--- config.mk ---
export PLATFORM = sky130hd
export DESIGN_NAME = uart_tx
export DESIGN_NICKNAME = d
export VERILOG_FILES = /design/src/rtl/uart_tx.sv
export SDC_FILE = /design/constraint.sdc
export NUM_CORES = 1
export LEC_CHECK = 0
export CORE_AREA = 8 8 62 77
export DETAILED_ROUTE_END_ITERATION = 8
export DIE_AREA = 0 0 70 85
export GPL_TIMING_DRIVEN = 0
export PLACE_DENSITY = 0.82
export SETUP_SLACK_MARGIN = 0.4
export SYNTH_ARGS = -nofsm -noshare
export SYNTH_HDL_FRONTEND = slang
export SYNTH_SLANG_ARGS = --single-unit
export TNS_END_PERCENT = 5
--- constraint.sdc ---
create_clock -name clk -period 5.5 [get_ports clk]
set_input_delay 1.1 -clock clk [delete_from_list [all_inputs] [get_ports clk]]
set_output_delay 1.1 -clock clk [all_outputs]
set_load 0.1 [all_outputs]
--- src/rtl/uart_tx.sv ---
// UART transmitter: 8N1 framing, one-byte holding register in front of the shift register.
// Serial line is registered; busy_o reflects the FSM state, so it leads tx by one cycle.
module uart_tx #(
  parameter int unsigned CLK_FREQ = 100000000,
  parameter int unsigned BAUD     = 9600
) (
  input  logic       clk,
  input  logic       rst_,
  input  logic [7:0] data_i,
  input  logic       valid_i,
  output logic       ready_o,
  output logic       tx,
  output logic       busy_o
);

  localparam int unsigned ClksPerBit = (CLK_FREQ + BAUD / 2) / BAUD;
  localparam int unsigned CntW       = (ClksPerBit > 2) ? $clog2(ClksPerBit) : 1;
  localparam logic [CntW-1:0] CntMax = CntW'(ClksPerBit - 1);

  // A bit period shorter than two clocks cannot be timed by the counter.
  if (ClksPerBit < 2) begin : g_bad_cfg
    $error("uart_tx: CLKS_PER_BIT must be at least 2");
  end

  typedef enum logic [1:0] {StIdle, StStart, StData, StStop} state_e;

  state_e          state_q, state_d;
  logic [CntW-1:0] cnt_q, cnt_d;
  logic [2:0]      bit_idx_q, bit_idx_d;
  logic [7:0]      shift_q, shift_d;
  logic [7:0]      hold_q, hold_d;
  logic            hold_full_q, hold_full_d;
  logic            tx_q, tx_d;
  logic            accept, load, cnt_end;

  // Holding register handshake: accept only while empty; a load into the shifter frees it.
  always_comb begin
    accept      = valid_i & ~hold_full_q;
    hold_d      = accept ? data_i : hold_q;
    hold_full_d = accept | (hold_full_q & ~load);
  end

  // Frame sequencer: next state, bit timing counter, bit index and shift register.
  always_comb begin
    state_d   = state_q;
    cnt_d     = cnt_q;
    bit_idx_d = bit_idx_q;
    shift_d   = shift_q;
    load      = 1'b0;
    cnt_end   = (cnt_q == CntMax);
    case (state_q)
      StIdle: begin
        if (hold_full_q) begin
          state_d = StStart;
          cnt_d   = '0;
          load    = 1'b1;
        end
      end
      StStart: begin
        if (cnt_end) begin
          cnt_d     = '0;
          bit_idx_d = 3'd0;
          state_d   = StData;
        end else begin
          cnt_d = cnt_q + CntW'(1);
        end
      end
      StData: begin
        if (cnt_end) begin
          cnt_d   = '0;
          shift_d = {1'b0, shift_q[7:1]};
          if (bit_idx_q == 3'd7) begin
            state_d = StStop;
          end else begin
            bit_idx_d = bit_idx_q + 3'd1;
          end
        end else begin
          cnt_d = cnt_q + CntW'(1);
        end
      end
      StStop: begin
        if (cnt_end) begin
          cnt_d = '0;
          // A waiting byte starts its frame immediately, with no idle cycle in between.
          if (hold_full_q) begin
            state_d = StStart;
            load    = 1'b1;
          end else begin
            state_d = StIdle;
          end
        end else begin
          cnt_d = cnt_q + CntW'(1);
        end
      end
      default: state_d = StIdle;
    endcase
    if (load) begin
      shift_d = hold_q;
    end
  end

  // Serial line level for the current state, registered so tx never glitches.
  always_comb begin
    case (state_q)
      StStart: tx_d = 1'b0;
      StData:  tx_d = shift_q[0];
      default: tx_d = 1'b1;
    endcase
  end

  // State registers; reset aborts any frame and discards a pending byte.
  always_ff @(posedge clk or posedge rst_) begin
    if (rst_) begin
      state_q     <= StIdle;
      cnt_q       <= '0;
      bit_idx_q   <= 3'd0;
      shift_q     <= 8'h00;
      hold_q      <= 8'h00;
      hold_full_q <= 1'b0;
      tx_q        <= 1'b1;
    end else begin
      state_q     <= state_d;
      cnt_q       <= cnt_d;
      bit_idx_q   <= bit_idx_d;
      shift_q     <= shift_d;
      hold_q      <= hold_d;
      hold_full_q <= hold_full_d;
      tx_q        <= tx_d;
    end
  end

  assign ready_o = ~hold_full_q;
  assign busy_o  = (state_q != StIdle);
  assign tx      = tx_q;

endmodule

==> key figures, run 1 <==
Worst setup path
  • Slowest library cell on the worst path: clkdlybuf4s50_1
  • Cell repeated most along the worst path: inv_1
  • Critical path data required time: 4400 ps
  • CP Data Arrival Time: around 2300 ps
  • Worst Path Class, Setup: reg2out
  • Worst-path cell chain: inv_1, ha_1, inv_1, clkdlybuf4s50_1
  • R2R setup slack: slightly below 3000 ps
  • Critical Path Fanout Max: 5
  • Critical path endpoint category: primary output
  • Critical path startpoint category: register
  • Max stage delay on crit path: 1150 ps

Power and ir drop
  • Pleak: 0.989 nW
  • VDD IR max: around 440 uV
  • Tot Pwr: 1.11 mW
  • Power density over the cells: 476 nW/um^2

Global routing
  • Vias in the first global route: approximately 1700
  • Overflow after GRT: 0
  • First-pass GRT wire length: 7610 um
  • Largest net degree at the start of global routing: 38
  • Initial antenna violation count: 0
  • All-Layer GR Usage: 0.152

Clock tree
  • CTS tree: yes
  • Post-CTS Hold Fix Bufs: 0
  • Clock buffer count from CTS: 5
  • Clk root buf: clkbuf_8
  • CTS sink cnt: 37
  • Post_cts resized: 0
  • Clk Latency, worst-skew pair: between 200 and 300 ps
  • CTS max path bufs: 2
  • Post-CTS Setup Bufs: 0
  • Worst-path clk slew: 70 ps
  • H-tree Lvls: 2

Cells and area
  • Area growth syn-to-layout: 12.7%
  • Ant. Diodes: 0
  • Layout cells sized above 1: 0.220
  • Final #Nets: 224
  • Final core utilization: 0.641

STA
  • Max-slew violation count: 0
  • Shortest period the worst path allows: 3400 ps
  • Worst slew pin tran: 978 ps
  • Clock skew: 2.76 ps
  • RSZ-0062 raised after global routing: no
  • Fmax: between 0.2 and 0.3 GHz
  • Finish-stage setup viols: 0
  • Final hold violation count: 0
  • Worst slew margin: 0.346
  • Post-route setup TNS: 0 ps
  • Post-route clock period utilization: 0.618

Synth
  • Syn_nets: ~200
  • Ranking of synthesized cells by area: dfrtp_1 44%, mux2_2 13%, ha_1 5.5%
  • Post-synth top area share: 0.436
  • Synth Flop Type: dfrtp_1
  • Cell Area, Synth: 2060 um^2
  • Async set-or-reset flop fraction in the synthesized netlist: 1.00
  • Post-synthesis cell type with the largest combined area: dfrtp_1
  • Number of flops mapped to enable cells by yosys: 0
  • Synthesis Warnings: 0
  • Synth cell types: 49
  • Yosys reg bits: 37
  • Mapped Avg Cell Area: between 10 and 15 um^2
  • Post-synthesis sequential area ratio: 0.449
  • Mapped Cells: 184

Floorplanning
  • FP Rows: 25
  • Die area: around 6000 um^2
  • CORE AREA: 3630 um^2
  • Starting Density: 0.569
  • Die Wd: 70 um
  • Io pins: 14
  • Die Height: 85 um

Drt
  • Routed wire per std cell: 17.7 um
  • Via count: approximately 1600
  • First-pass iteration count of the detailed router: 6
  • Routed Antenna Nets: 0
  • Detailed Route WL: 4350 um
  • Vias/cell: 6.49
  • DRC: 0
  • Drt initial violations: 162

Run status
  • Status: completed

Placed design
  • HPWL after DPL: 3130 um
  • # port buffers: 13
  • GPL Wtd Cong: 0.929

Min path
  • HP Class: reg2reg

Run
  • Max-cap violations: 0
==> Yosys cell counts, types with 2 or more instances <==
| master | number |
|---|---|
| nor3_1 | 9 |
| or4_1 | 2 |
| nand3_1 | 6 |
| o211ai_1 | 2 |
| o311ai_0 | 2 |
| nor4_1 | 3 |
| clkbuf_1 | 2 |
| o21ai_0 | 3 |
| and4_1 | 3 |
| a31oi_1 | 2 |
| o31ai_1 | 6 |
| inv_1 | 10 |
| nand4_1 | 3 |
| nor2b_1 | 3 |
| a21o_1 | 2 |
| and2_1 | 3 |
| nor4_4 | 2 |
| o2bb2ai_1 | 3 |
| nand2_1 | 11 |
| nor2_1 | 6 |
| o21a_1 | 2 |
| a22o_1 | 4 |
| mux2_2 | 24 |
| dfrtp_1 | 36 |
| ha_1 | 9 |
| a21oi_1 | 3 |
==> placed cells by master (no fill, tap or decap), types with 2 or more instances in the layout <==
master	instances
a21o_1	2
a21oi_1	3
a22o_1	4
a31oi_1	2
and2_1	3
and4_1	3
clkbuf_1	3
clkbuf_8	5
clkdlybuf4s50_1	13
clkinv_2	2
dfrtp_1	36
ha_1	9
inv_1	9
mux2_2	24
nand2_1	11
nand3_1	6
nand4_1	3
nor2_1	6
nor2b_1	3
nor3_1	9
nor4_1	3
nor4_4	2
o211ai_1	2
o21a_1	2
o21ai_0	3
o2bb2ai_1	3
o311ai_0	2
o31ai_1	6
or4_1	2
==> sequential cells by signal, indices dropped and copies added, names as in the netlist <==
signal	cells
shift_q	8
state_q	2
bit_idx_q	3
hold_q	8
hold_full_q	1
tx	1
cnt_q	14
==> area by class of cell <==
type                       instances  area, um^2
clock inverter                     2        10.0
tap                               40        50.0
multi-input combinational        131        1060
buffer                             6        35.0
sequential                        37         927
inverter                          10        37.5
fill                             284        1300
clock buffer                       6        72.6
timing repair buffer              13         130
==> per-layer routing <==
layer	routed length, um	track usage	vias to the layer above
li1	-	-	741
met1	1790	0.158	811
met2	2320	0.281	30
met3	186	0.0478	7
met4	50	0.0513	0
met5	0	0	-
==> power by group <==
group	switching (mW)	total, mW	internal, mW	leakage (nW)
registers	0.0776	0.447	0.369	0.466
logic	0.265	0.477	0.211	0.478
clock network	0.0967	0.184	0.0878	0.0450
total	0.439	1.11	0.669	0.989
==> worst max-delay path: cells and delay by family (launching register included) <==
family	cells	cell delay (ps)
flip-flops	1	430
adder cells (fa/ha/maj)	1	220
buffers and inverters	3	1360
==> per-stage QoR <==
stage	setup slack [ps]	hold slack, ps	cells	instance area (um^2)
after floorplan	3130	474	184	2060
after global placement	2470	484	237	2240
after detailed placement	2420	495	237	2240
after CTS	2090	511	245	2330
after global routing	2010	528	245	2330
final	2100	507	245	2330
==> path summary, 6_finish.rpt <==
| path | cells after the start | to | start |
|---|---|---|---|
| max | 4 | busy_o | state_q[1] |
| min | 1 | shift_q[6] | hold_q[6] |
| max reg2reg | 6 | shift_q[3] | state_q[0] |
| min reg2reg | 1 | shift_q[6] | hold_q[6] |
| max in group asynchronous | 2 | state_q[0] | rst_ |
| min in group asynchronous | 2 | cnt_q[12] | rst_ |
==> kinds of logic after synthesis <==
logic type,Yosys count,share of synthesized area
AO/OA/AOI/OAI,38,0.147
adder cells (fa/ha/maj),9,0.0545
buffers and inverters,16,0.0352
flip-flops,37,0.449
multiplexers,24,0.131
AND/OR/NAND/NOR,60,0.183
(Power assumes the default switching activity.)
==> run 2: changes to the inputs <==
--- a/config.mk
+++ b/config.mk
@@ -5,11 +5,11 @@
 export SDC_FILE = /design/constraint.sdc
 export NUM_CORES = 1
 export LEC_CHECK = 0
-export CORE_AREA = 8 8 62 77
+export CORE_AREA = 8 8 65 81
 export DETAILED_ROUTE_END_ITERATION = 8
-export DIE_AREA = 0 0 70 85
+export DIE_AREA = 0 0 73 89
 export GPL_TIMING_DRIVEN = 0
-export PLACE_DENSITY = 0.82
+export PLACE_DENSITY = 0.77
 export SETUP_SLACK_MARGIN = 0.4
 export SYNTH_ARGS = -nofsm -noshare
 export SYNTH_HDL_FRONTEND = slang
==> constraint.sdc (replaced) <==
create_clock -name clk -period 2.9 [get_ports clk]
set_input_delay 0.58 -clock clk [delete_from_list [all_inputs] [get_ports clk]]
set_output_delay 0.58 -clock clk [all_outputs]
set_load 0.1 [all_outputs]
==> run 2 against run 1 <==
Against the previous run: largest power group unchanged; combinational power grew 82%; highest routed layer unchanged; total power grew 94%; clock-buffer cell count shrank 1.
==> key figures, run 2 (synthesis gave the netlist of run 1 again) <==
Cells and area
  • Filler cells: 335
  • Final core utilization: 0.595
  • Number of flip-flops under the largest register name: 14
  • Final #Nets: 225
  • Commonest non-fill, non-tap cell in the layout: dfrtp_1
  • Area growth syn-to-layout: 15.3%
  • Final Non-Filler Cells: around 260
  • Most frequent cells in the layout: 36 x dfrtp_1, 24 x mux2_2, 11 x nand2_1, 11 x clkdlybuf4s50_1
  • Ant. Diodes: 0
  • Biggest register: cnt_q
  • Largest regs: cnt_q: 14 flops, hold_q: 8 flops, shift_q: 8 flops
  • Layout cells sized above 1: 0.233

Clock tree
  • Clock buffer count from CTS: 5
  • CTS sink cnt: 37
  • CTS max path bufs: 2
  • Clk Latency, worst-skew pair: 290 ps
  • Post-CTS Hold Fix Bufs: 0
  • Worst-path clk slew: 80 ps
  • CTS tree: yes
  • Clk root buf: clkbuf_8
  • H-tree Lvls: 2

Power and ir drop
  • Cell Int Power: 1.34 mW
  • Pleak: 1.01 nW
  • Power density over the cells: 905 nW/um^2
  • Sw frac: 0.376
  • VDD IR max: ~640 uV
  • Clock Power Share: 0.211
  • Comb pwr share: 0.402
  • P_sw: 810 uW
  • Flop pwr share: 0.387

Worst setup path
  • Critical Path Fanout Max: 1
  • Worst-path cell chain: clkdlybuf4s50_1
  • Dominant delay contributor by cell family on the critical path: buffers and inverters
  • Critical path data required time: roughly 2300 ps
  • Max stage delay on crit path: around 1100 ps
  • R2R setup slack: 480 ps
  • Critical path endpoint category: primary output
  • WP buf/inv: 1
  • Critical Path End: tx
  • Start of the worst register-to-register path: state_q[0]
  • CP Data Arrival Time: approximately 1900 ps
  • Worst Path Class, Setup: reg2out
  • Slowest library cell on the worst path: clkdlybuf4s50_1
  • Reg2reg path depth: 7
  • Critical path startpoint category: register
  • Worst Setup SP: tx
  • Crit. path cell count: 1
  • Critical R2R Capture: shift_q[2]

STA
  • Post-route clock period utilization: 0.865
  • Post-route setup TNS: 0 ps
  • WHS: ~510 ps
  • Worst slew pin tran: 962 ps
  • Shortest period the worst path allows: 2510 ps
  • Worst slew margin: 0.356
  • Fmax: 0.399 GHz
  • RSZ-0062 raised after global routing: yes
  • Finish-stage setup viols: 0
  • Clock skew: about 3.2 ps
  • Final setup margin: between 300 and 400 ps
  • Final hold violation count: 0
  • Max-slew violation count: 0

Drt
  • Detailed Route WL: 3860 um
  • First-pass iteration count of the detailed router: 6
  • Routed wire per std cell: 14.7 um
  • Vias/cell: 5.78
  • DRC: 0
  • Drt initial violations: 124
  • Via count: 1515
  • Routed Antenna Nets: 0

Floorplanning
  • Die Height: 89 um
  • FP Rows: 26
  • CORE AREA: 4000 um^2
  • Die Wd: 73 um
  • Starting Density: 0.516
  • Die area: 6500 um^2
  • Io pins: 14

Placed design
  • Pre-CTS setup slack: approximately 350 ps
  • Inst Count DP: 253
  • HPWL after DPL: 2780 um
  • GPL Wtd Cong: 0.869
  • # port buffers: 13

Global routing
  • First-pass GRT wire length: 6770 um
  • Vias in the first global route: 1458
  • Initial antenna violation count: 0
  • Largest net degree at the start of global routing: 38
  • Overflow after GRT: 0
  • All-Layer GR Usage: 0.134

Min path
  • HP Class: reg2reg

Run
  • Max-cap violations: 0

Run status
  • Status: completed
-- run 2: cell count changes in the layout (fill, tap and decap cells not counted) --
cell | before | now
buf_4 | 1 | 2
clkinv_2 | 2 | 0
clkdlybuf4s50_1 | 13 | 11
clkinv_4 | 0 | 1
clkbuf_2 | 0 | 1
clkinvlp_4 | 0 | 1
bufinv_16 | 0 | 1
dlygate4sd2_1 | 0 | 1
clkbuf_1 | 3 | 2
-- run 2: cell type report --
type                       count  area (um^2)  area share
timing repair buffer          14          131      0.0552
multi-input combinational    131         1060       0.447
clock buffer                   5         68.8      0.0289
inverter                      10         37.5      0.0158
sequential                    37          927       0.389
tap                           56         70.1      0.0294
buffer                         6         35.0      0.0147
clock inverter                 3         46.3      0.0194
-- run 2: what timing repair did --
item                                    4_1_cts  5_1_grt
pin swaps                                     0        1
resized for setup                             2        2
endpoints found under the setup margin       10        9
buffers inserted                              0        1
-- run 2: worst min-delay path by stage --
| stage | startpoint | end | slack [ps] | cells after the start |
|---|---|---|---|---|
| 6_report | hold_q[3] | hold_q[3] | 510 | 1 |
| 5_1_grt | hold_q[3] | hold_q[3] | 530 | 1 |
| 4_1_cts | hold_q[1] | shift_q[1] | 510 | 1 |
| 3_5_place_dp | hold_q[1] | shift_q[1] | 490 | 1 |
| 3_3_place_gp | hold_q[4] | hold_q[4] | 490 | 1 |
| 2_1_floorplan | bit_idx_q[1] | bit_idx_q[1] | 470 | 1 |
-- run 2: power groups by stage --
| stage | clock network (mW) | registers [mW] | logic, mW |
|---|---|---|---|
| 2_1_floorplan | 0 | 0.856 | 0.680 |
| 6_report | 0.454 | 0.834 | 0.867 |
| 3_5_place_dp | 0 | 0.844 | 0.888 |
| 5_1_grt | 0.479 | 0.862 | 0.959 |
| 3_3_place_gp | 0 | 0.834 | 0.871 |
| 4_1_cts | 0.465 | 0.836 | 0.883 |
-- run 2: per-stage QoR --
step           power [mW]  area [um^2]
5_1_grt              2.30         2380
2_1_floorplan        1.54         2060
3_5_place_dp         1.73         2260
3_3_place_gp         1.71         2260
6_report             2.15         2380
4_1_cts              2.18         2380
-- run 2: layer usage --
| metal | share of wire | GRT usage | routed length (um) | up-vias |
|---|---|---|---|---|
| met5 | 0 | 0 | 0 | - |
| met3 | 0.039 | 0.0337 | 151 | 11 |
| met2 | 0.51 | 0.231 | 1950 | 41 |
| met1 | 0.42 | 0.144 | 1640 | 728 |
| met4 | 0.030 | 0.0839 | 116 | 0 |
| li1 | - | - | - | 735 |
==> run 3: changes to the inputs <==
--- a/config.mk
+++ b/config.mk
@@ -5,11 +5,11 @@
 export SDC_FILE = /design/constraint.sdc
 export NUM_CORES = 1
 export LEC_CHECK = 0
-export CORE_AREA = 8 8 65 81
+export CORE_AREA = 2 2 56 71
 export DETAILED_ROUTE_END_ITERATION = 8
-export DIE_AREA = 0 0 73 89
+export DIE_AREA = 0 0 58 73
 export GPL_TIMING_DRIVEN = 0
-export PLACE_DENSITY = 0.77
+export PLACE_DENSITY = 0.82
 export SETUP_SLACK_MARGIN = 0.4
 export SYNTH_ARGS = -nofsm -noshare
 export SYNTH_HDL_FRONTEND = slang
==> constraint.sdc (replaced) <==
create_clock -name clk -period 2.93 [get_ports clk]
set_input_delay 0.586 -clock clk [delete_from_list [all_inputs] [get_ports clk]]
set_output_delay 0.586 -clock clk [all_outputs]
set_load 0.1 [all_outputs]
==> run 3 against run 2 <==
Against the previous run: first-iteration DRC count fell by 20%; worst hold slack got worse by 2.2 ps; critical endpoint unchanged; critical path type unchanged; non-clock buffer count fell by 1; register-to-register slack got worse by 50 ps.
==> key figures, run 3 (synthesis gave the netlist of run 1 again) <==
Run status
  • Status: completed

Worst setup path
  • Critical path data required time: around 2300 ps
  • WP buf/inv: 1
  • Dominant delay contributor by cell family on the critical path: buffers and inverters
  • CP Data Arrival Time: 1920 ps
  • Worst-path cell chain: clkdlybuf4s50_1
  • Critical Path Fanout Max: 1
  • Slowest library cell on the worst path: clkdlybuf4s50_1
  • R2R setup slack: between 400 and 500 ps
  • Critical path endpoint category: primary output
  • Max stage delay on crit path: about 1100 ps
  • Critical path startpoint category: register
  • Worst Path Class, Setup: reg2out

Clock tree
  • Worst-path clk slew: ~70 ps
  • CTS sink cnt: 37
  • Clk root buf: clkbuf_8
  • Clock buffer count from CTS: 5
  • CTS max path bufs: 2
  • H-tree Lvls: 2
  • Post-CTS Setup Bufs: 0
  • Clk Latency, worst-skew pair: 290 ps
  • CTS tree: yes

Cells and area
  • Most frequent cells in the layout: 36 x dfrtp_1, 24 x mux2_2, 11 x nand2_1, 11 x clkdlybuf4s50_1
  • Area growth syn-to-layout: 12.8%
  • Ant. Diodes: 0
  • Commonest non-fill, non-tap cell in the layout: dfrtp_1
  • Final #Nets: 224
  • Post-route cell area: 2330 um^2
  • Layout cells sized above 1: 0.220
  • Number of flip-flops under the largest register name: 14
  • Biggest register: cnt_q
  • Largest regs: cnt_q: 14 flops, hold_q: 8 flops, shift_q: 8 flops

Global routing
  • All-Layer GR Usage: 0.224
  • Vias in the first global route: 1614
  • Met3 usage: 0.0567
  • Initial antenna violation count: 0
  • Gr busiest metal: met2
  • Overflow after GRT: 0
  • Met2 usage: 0.388
  • Met1 GRT Util: 0.247
  • Largest net degree at the start of global routing: 38
  • First-pass GRT wire length: 7180 um

STA
  • Finish-stage setup viols: 0
  • Final hold violation count: 0
  • Fmax: 0.398 GHz
  • Shortest period the worst path allows: 2510 ps
  • Max-slew violation count: 0
  • Post-route setup TNS: 0 ps
  • Worst slew margin: 0.356
  • RSZ-0062 raised after global routing: yes
  • Final setup margin: 420 ps
  • Clock skew: 7.24 ps
  • Post-route clock period utilization: 0.857
  • Worst slew pin tran: 963 ps

Placed design
  • Area after DPL: 2240 um^2
  • HPWL after DPL: 3010 um
  • GPL Wtd Cong: 0.867
  • # port buffers: 13
  • Pre-CTS setup slack: ~380 ps

Power and ir drop
  • Pleak: 0.992 nW
  • Power density over the cells: 894 nW/um^2
  • VDD IR max: 769 uV

Floorplanning
  • CORE AREA: about 3600 um^2
  • Die Wd: 58 um
  • Starting Density: 0.569
  • Die area: 4230 um^2
  • Io pins: 14
  • FP Rows: 25
  • Die Height: 73 um

Drt
  • Routed wire per std cell: 16.8 um
  • Drt initial violations: 99
  • First-pass iteration count of the detailed router: 4
  • Detailed Route WL: 4120 um
  • Vias/cell: approximately 6.3
  • Routed Antenna Nets: 0
  • DRC: 0
  • Via count: between 1500 and 2000

Run
  • Max-cap violations: 0

Min path
  • HP Class: reg2reg
-- run 3: cell count changes in the layout (fill, tap and decap cells not counted) --
cell        previous run  this run
clkinv_4               1         0
clkbuf_1               2         4
buf_4                  2         1
clkbuf_8               5         6
bufinv_16              1         0
clkinvlp_4             1         0
-- run 3: where the power goes --
group	internal, mW	total [mW]	switching (mW)	leakage [nW]
clock network	0.192	0.370	0.178	0.0455
logic	0.385	0.876	0.492	0.481
registers	0.694	0.836	0.142	0.466
-- run 3: metrics by stage --
| step | power [mW] | utilization | instances | hold slack [ps] |
|---|---|---|---|---|
| floorplan | 1.52 | - | 184 | 474 |
| global placement | 1.67 | 0.619 | 237 | 486 |
| detailed placement | 1.73 | 0.619 | 237 | 490 |
| CTS | 2.09 | 0.643 | 245 | 507 |
| global route | 2.21 | 0.642 | 245 | 520 |
| finish | 2.08 | 0.642 | 245 | 503 |
-- run 3: cell type report --
cell class	count	area, um^2
Tap cell	40	50.0
Timing Repair Buffer	13	124
Sequential cell	37	927
Clock buffer	8	90.1
Fill cell	272	1300
Multi-Input combinational cell	131	1060
Inverter	10	37.5
Buffer	6	35.0
-- run 3: path summary, 6_finish.rpt --
check | startpoint | end | cells past startpoint
setup / recovery | tx | tx | 1
hold / removal | hold_q[5] | shift_q[5] | 1
setup reg to reg | state_q[0] | shift_q[0] | 6
hold reg to reg | hold_q[5] | shift_q[5] | 1
max in group asynchronous | rst_ | shift_q[0] | 2
min in group asynchronous | rst_ | cnt_q[0] | 2
-- run 3: repair_timing --
| item | CTS | global route |
|---|---|---|
| pin swaps | 0 | 0 |
| hold buffers | 0 | 0 |
| setup endpoints to repair | 2 | 9 |
| resized for setup | 2 | 2 |
-- run 3: routing by layer --
metal	share of wire	vias up
met2	0.54	40
met1	0.40	761
met3	0.042	8
met4	0.018	0
li1	-	740
met5	0	-
